## src/rtl/braille_pkg.sv

```systemverilog
// Shared definitions for the braille scroll display: blank cell, FSM states
// and the 4-bit symbol to 6-dot cell decoder.
package braille_pkg;

    localparam logic [5:0] BLANK = 6'b000000;

    typedef enum logic [1:0] {
        S_IDLE,
        S_SHIFT,
        S_LOAD,
        S_DWELL
    } state_t;

    function automatic logic [5:0] decode(input logic [3:0] code);
        logic [5:0] dots;
        dots = BLANK;
        case (code)
            4'd0:    dots = 6'b000111;
            4'd1:    dots = 6'b001000;
            4'd2:    dots = 6'b001010;
            4'd3:    dots = 6'b001100;
            4'd4:    dots = 6'b001101;
            4'd5:    dots = 6'b001001;
            4'd6:    dots = 6'b001110;
            4'd7:    dots = 6'b001111;
            4'd8:    dots = 6'b001011;
            4'd9:    dots = 6'b000101;
            4'd10:   dots = 6'b010011;
            4'd11:   dots = 6'b000011;
            4'd12:   dots = 6'b100001;
            4'd13:   dots = 6'b010010;
            4'd14:   dots = 6'b111111;
            default: dots = BLANK;
        endcase
        return dots;
    endfunction

endpackage

```

## src/rtl/braille_sym_fifo.sv

```systemverilog
// Symbol FIFO: registered head, no fall-through, push ignored while full.
// Flush clears occupancy exactly like reset.
module braille_sym_fifo
    import braille_pkg::*;
#(
    parameter int DATA_W = 4,
    parameter int DEPTH  = 8
) (
    input  logic                       clock,
    input  logic                       reset,
    input  logic                       flush,
    input  logic                       push,
    input  logic [DATA_W-1:0]          data,
    input  logic                       pop,
    output logic [DATA_W-1:0]          head,
    output logic                       full,
    output logic                       empty,
    output logic [$clog2(DEPTH+1)-1:0] count
);

    localparam int AW = $clog2(DEPTH);
    localparam int CW = $clog2(DEPTH + 1);

    logic [DATA_W-1:0] mem [DEPTH];
    logic [AW-1:0]     wr_ptr;
    logic [AW-1:0]     rd_ptr;
    logic              push_ok;
    logic              pop_ok;

    assign full    = (count == CW'(DEPTH));
    assign empty   = (count == '0);
    assign push_ok = push && !full;
    assign pop_ok  = pop && !empty;
    assign head    = mem[rd_ptr];

    always_ff @(posedge clock) begin
        if (reset || flush) begin
            wr_ptr <= '0;
            rd_ptr <= '0;
            count  <= '0;
        end else begin
            if (push_ok) wr_ptr <= wr_ptr + AW'(1);
            if (pop_ok)  rd_ptr <= rd_ptr + AW'(1);
            case ({push_ok, pop_ok})
                2'b10:   count <= count + CW'(1);
                2'b01:   count <= count - CW'(1);
                default: count <= count;
            endcase
        end
    end

    always_ff @(posedge clock) begin
        if (push_ok) mem[wr_ptr] <= data;
    end

endmodule

```

## src/rtl/braille_scroll_display.sv

```systemverilog
// Braille window driver: FIFO-buffered symbols shown NUM_CELLS at a time,
// either scrolled in one cell per dwell period or paged a window at a time.
module braille_scroll_display
    import braille_pkg::*;
#(
    parameter int NUM_CELLS  = 4,
    parameter int FIFO_DEPTH = 8,
    parameter int DWELL      = 50_000_000
) (
    input  logic                            clock,
    input  logic                            reset,
    input  logic [3:0]                      sym_in,
    input  logic                            sym_valid,
    output logic                            sym_ready,
    input  logic                            mode,
    input  logic                            enable,
    input  logic                            flush,
    output logic [6*NUM_CELLS-1:0]          cells_out,
    output logic [$clog2(FIFO_DEPTH+1)-1:0] fifo_count,
    output logic                            busy,
    output logic                            step
);

    localparam int DW = $clog2(DWELL);
    localparam int IW = (NUM_CELLS > 1) ? $clog2(NUM_CELLS) : 1;
    localparam logic [DW-1:0] DWELL_LAST = DW'(DWELL - 1);
    localparam logic [IW-1:0] IDX_LAST   = IW'(NUM_CELLS - 1);

    state_t        state;
    state_t        next_state;
    logic [DW-1:0] dwell_cnt;
    logic [IW-1:0] idx;
    logic          mode_q;
    logic [5:0]    cells [NUM_CELLS];

    logic [3:0]    head;
    logic          full;
    logic          empty;
    logic          pop;
    logic          do_shift;
    logic          do_load;
    logic [5:0]    new_cell;
    logic          any_lit;

    braille_sym_fifo #(
        .DATA_W (4),
        .DEPTH  (FIFO_DEPTH)
    ) u_fifo (
        .clock (clock),
        .reset (reset),
        .flush (flush),
        .push  (sym_valid),
        .data  (sym_in),
        .pop   (pop),
        .head  (head),
        .full  (full),
        .empty (empty),
        .count (fifo_count)
    );

    assign sym_ready = !full;
    assign busy      = (state != S_IDLE);
    assign any_lit   = |cells_out;

    always_comb begin
        cells_out = '0;
        for (int i = 0; i < NUM_CELLS; i++) begin
            cells_out[6*i +: 6] = cells[i];
        end
    end

    // An empty FIFO feeds blanks, which is how scroll mode drains the window.
    always_comb begin
        next_state = state;
        pop        = 1'b0;
        do_shift   = 1'b0;
        do_load    = 1'b0;
        new_cell   = empty ? BLANK : decode(head);
        if (enable) begin
            case (state)
                S_IDLE: begin
                    if (!empty) next_state = mode ? S_LOAD : S_SHIFT;
                end
                S_SHIFT: begin
                    do_shift   = 1'b1;
                    pop        = !empty;
                    next_state = S_DWELL;
                end
                S_LOAD: begin
                    do_load = 1'b1;
                    pop     = !empty;
                    if (idx == IDX_LAST) next_state = S_DWELL;
                end
                S_DWELL: begin
                    if (dwell_cnt == DWELL_LAST) begin
                        if (!empty)
                            next_state = mode_q ? S_LOAD : S_SHIFT;
                        else if (!mode_q && any_lit)
                            next_state = S_SHIFT;
                        else
                            next_state = S_IDLE;
                    end
                end
                default: next_state = S_IDLE;
            endcase
        end
    end

    always_ff @(posedge clock) begin
        if (reset || flush) begin
            state     <= S_IDLE;
            dwell_cnt <= '0;
            idx       <= '0;
            mode_q    <= 1'b0;
            step      <= 1'b0;
            for (int i = 0; i < NUM_CELLS; i++) cells[i] <= BLANK;
        end else begin
            state <= next_state;
            step  <= do_shift || do_load;
            if (enable && state == S_IDLE && !empty) mode_q <= mode;
            if (enable) begin
                if (state == S_DWELL && dwell_cnt != DWELL_LAST)
                    dwell_cnt <= dwell_cnt + DW'(1);
                else
                    dwell_cnt <= '0;
            end
            if (do_load) idx <= (idx == IDX_LAST) ? '0 : idx + IW'(1);
            if (do_shift) begin
                for (int i = 0; i < NUM_CELLS - 1; i++) cells[i] <= cells[i+1];
                cells[NUM_CELLS-1] <= new_cell;
            end
            if (do_load) cells[idx] <= new_cell;
        end
    end

endmodule

```

## config.mk

```make
export PLATFORM = sky130hd
export DESIGN_NAME = braille_scroll_display
export DESIGN_NICKNAME = d
export VERILOG_FILES = /design/src/rtl/braille_pkg.sv /design/src/rtl/braille_sym_fifo.sv /design/src/rtl/braille_scroll_display.sv
export SDC_FILE = /design/constraint.sdc
export NUM_CORES = 1
export LEC_CHECK = 0
export ABC_AREA = 1
export CELL_PAD_IN_SITES_DETAIL_PLACEMENT = 0
export CELL_PAD_IN_SITES_GLOBAL_PLACEMENT = 1
export CORE_MARGIN = 2
export CORE_UTILIZATION = 44
export DETAILED_ROUTE_END_ITERATION = 8
export GPL_TIMING_DRIVEN = 0
export PLACE_DENSITY = 0.84
export RECOVER_POWER = 25
export SYNTH_ARGS = -nofsm -noshare
export SYNTH_HDL_FRONTEND = slang
export SYNTH_SLANG_ARGS = --single-unit
```

## constraint.sdc

```tcl
create_clock -name clock -period 2.8 [get_ports clock]
set_clock_uncertainty 0.05 [all_clocks]
set_input_delay 0.7 -clock clock [delete_from_list [all_inputs] [get_ports clock]]
set_output_delay 0.7 -clock clock [all_outputs]
set_load 0.01 [all_outputs]
```

==> flow_summary_export.csv, run 1 <==
group,metric,value,unit
cells_and_area,layout_commonest_cell,"nand2_1",
setup_path,cp_slowest_cell,"dlygate4sd3_1",
synthesis,synth-warning-count,0,
drt,top_layer_used,"met4",
synthesis,synth_nets,674,
die,dieArea,0.0129,mm²
cells_and_area,drive_above_1_share,9.56,%
min_path,hold_class,"reg -> reg",
global_routing,grt_util_all_layers,19.3,%
die,initial_utilization,44.5,%
clocking,htree_num_levels,3,
drt,drtIter0Drc,195,
synthesis,synth_area_per_cell,8.18,µm²
drt,vias,4292,
sta,setup_violations,0,
die,core_area,0.0119,mm²
power_and_ir_drop,power.leakage,2.49,nW
setup_path,worst_r2r_path_depth,15,
global_routing,grt_pass1_vias,4116,
synthesis,synth_seq_cells,101,
placement,placed_cells_incl_taps,832,
global_routing,grt_pass1_wl,19.8,mm
placement,routabilityCongestion,0.841,
power_and_ir_drop,powerDensity,511,mW/mm²
placement,io_buffers,40,
global_routing,grt_max_degree,16,
clocking,clk_pin_slew,0.06,ns
drt,wl_met1,5.46,mm
setup_path,path_max_fanout,10,
clocking,post_cts_buffers,0,
die,die_w,114,µm
synthesis,syn-cell-area,0.00528,mm²
setup_path,r2r_slack,0.52,ns
synthesis,syn_inst,645,
drt,met2_length,5.63,mm
sta,fin_hold_ws,0.405,ns
drt,dr_wl_met3,442,µm
cells_and_area,nets,725,
setup_path,reg2reg_to,"cells[1][1]",
placement,preCtsSetupSlack,-0.390,ns
cells_and_area,final_core_util,52.2,%
setup_path,crit_start,"flush",
setup_path,path_cells,"dlygate4sd3_1, nor2_4, inv_1, nor2_2, nand2_1, nand2_1",
setup_path,critPathMaxStageDelay,0.57,ns
placement,dpl.hpwl,8.80,mm
sta,rsz0062_at_grt,"no",
drt,drc_errors,0,
setup_path,critical-path-top-cell-by-count,"nand2_1",
drt,firstDrtPassIters,4,
sta,layout_min_cycle_time,2.52,ns
setup_path,required,2.78,ns
setup_path,critical_path_class,"in -> reg",
clocking,cts_buffer_depth,2,
cells_and_area,antennaDiodeCount,0,
synthesis,synth_cell_types,37,
cells_and_area,final_cell_mix,"180 x nand2_1, 85 x nor2_1, 71 x inv_1",
global_routing,grt-ovfl-total,0,
die,io_pins,41,
setup_path,cp-start-kind,"input port",
drt,wire_per_inst,13.8,µm
drt,drt_wl_total,11.7,mm
sta,fmax,0.397,GHz
sta,slew_headroom,64.4,%
sta,timing.final.crit_share,89.9,%
power_and_ir_drop,peakVddDrop,0.246,mV
synthesis,seq_area_frac_synth,48.9,%
clocking,cts.sinks,101,
die,rows,40,
sta,drv_slew,0,
die,die_h,114,µm
drt,antenna_left,0,
sta,tns,0,ns
clocking,cts_made_buffers,9,
sta,finalHoldViolations,0,
clocking,clock_latency,0.35,ns
clocking,cts_tree,"done",
clocking,root_buffer,"clkbuf_16",
sta,tightest_slew,0.533,ns
outcome,run_status,"finished, final reports clean",
sta,setup_ws,0.282,ns
setup_path,cp-endpoint,"cells[2][1]",
cells_and_area,instances_no_fill,848,
drt,vias_per_cell,5.06,
job,drv_cap,0,
global_routing,antenna_found_initial,0,
cells_and_area,syn_to_final_growth,17.2,%
setup_path,critPathCaptureType,"flop",
setup_path,worstPathArrival,2.49,ns
-- power by group --
group          internal [W]  leakage [nW]  switching (W)  total (W)
Combinational     0.0000895          1.42       0.000146   0.000235
Clock              0.000782         0.143       0.000532    0.00131
Sequential          0.00159         0.922      0.0000219    0.00161
Total               0.00246          2.49       0.000700    0.00316
-- cell type report --
cell class / instances / area, µm²
clock buffer: 12 / 236
buffer: 8 / 72.6
sequential: 101 / 2580
fill: 1140 / 5670
timing repair buffer: 40 / 403
tap: 147 / 184
multi-input combinational: 456 / 2330
inverter: 80 / 308
clock inverter: 4 / 72.6
-- registers in the layout (all words and copies together), names as in the netlist, named ones only --
name and flops:
u_fifo.mem 32, state 2, u_fifo.wr_ptr 3, cells 24
step 1, u_fifo.rd_ptr 3, idx 2, u_fifo.count 4
dwell_cnt 26, mode_q 1
-- critical path: cells and delay by family --
kind	cells	cell delay, ns
and+or+nand+nor	4	1.00
buffers and inverters	2	0.79
-- synthesized netlist by cell type (all sizes together) --
cell	instances	area share, %
nand2	189	14
nor2	93	7.4
inv	80	5.8
nand3	66	7.4
edfxtp	56	32
dfxtp	45	17
a21oi	25	2.6
ha	19	4.5
o21ai	19	1.8
xor2	12	2.0
nand4	11	1.3
nor3	11	1.4
buf	7	1.3
nor4	2	0.24
or2	2	0.24
xnor2	2	0.33
a211oi	1	0.14
a31oi	1	0.12
clkbuf	1	0.071
nand3b	1	0.14
nor3b	1	0.24
nor4b	1	0.17
-- what timing repair did --
item / 4_1_cts / 5_1_grt
hold buffers: 0 / 0
gates cloned: 0 / 0
gates resized for setup: 1 / 4
setup endpoints to repair: 2 / 2
-- worst min path at each step --
stage,end,start,cells after the start
after floorplan,flop,u_fifo.rd_ptr[2],1
after global placement,u_fifo.rd_ptr[2],u_fifo.rd_ptr[2],1
after detailed placement,u_fifo.rd_ptr[2],u_fifo.rd_ptr[2],1
after CTS,u_fifo.rd_ptr[2],u_fifo.rd_ptr[2],1
after global routing,u_fifo.rd_ptr[2],u_fifo.rd_ptr[2],1
final,u_fifo.rd_ptr[2],u_fifo.rd_ptr[2],1
-- logic make-up (layout without fill, tap and decap cells) --
kind of cell / Yosys count / after routing / synth area share (%)
buffers and inverters: 88 / 144 / 7.16
adders and majority gates: 19 / 19 / 4.50
DFF: 101 / 101 / 48.9
and+or+nand+nor: 377 / 377 / 32.4
AOI/OAI and AO/OA: 46 / 46 / 4.65
xor gates and xnor gates: 14 / 14 / 2.32
-- metal layers --
| layer | up-vias | track usage, % |
|---|---|---|
| met5 | - | 0 |
| met4 | 0 | 6.02 |
| met3 | 11 | 3.24 |
| met2 | 71 | 32.5 |
| met1 | 2026 | 25.7 |
| li1 | 2184 | - |
-- stage by stage --
stage                     total power [W]  cell area (µm²)
after floorplan                   0.00178             5280
after global placement            0.00188             5860
after detailed placement          0.00188             5860
after CTS                         0.00320             6170
after global routing              0.00329             6190
final                             0.00316             6190
(Power assumes the default switching activity.)
==> run 2, diff against run 1 <==
--- a/config.mk
+++ b/config.mk
@@ -6,6 +6,7 @@
 export NUM_CORES = 1
 export LEC_CHECK = 0
 export ABC_AREA = 1
+export CAP_MARGIN = 20
 export CELL_PAD_IN_SITES_DETAIL_PLACEMENT = 0
 export CELL_PAD_IN_SITES_GLOBAL_PLACEMENT = 1
 export CORE_MARGIN = 2
==> results of run 2 <==
Same layout as run 1: the final DEF is identical, and so are final timing and power.
==> run 3, diff against run 2 <==
--- a/config.mk
+++ b/config.mk
@@ -6,6 +6,7 @@
 export NUM_CORES = 1
 export LEC_CHECK = 0
 export ABC_AREA = 1
+export ABC_CLOCK_PERIOD_IN_PS = 2800
 export CAP_MARGIN = 20
 export CELL_PAD_IN_SITES_DETAIL_PLACEMENT = 0
 export CELL_PAD_IN_SITES_GLOBAL_PLACEMENT = 1
==> results of run 3 <==
Same layout as run 1: the final DEF is identical, and so are final timing and power.
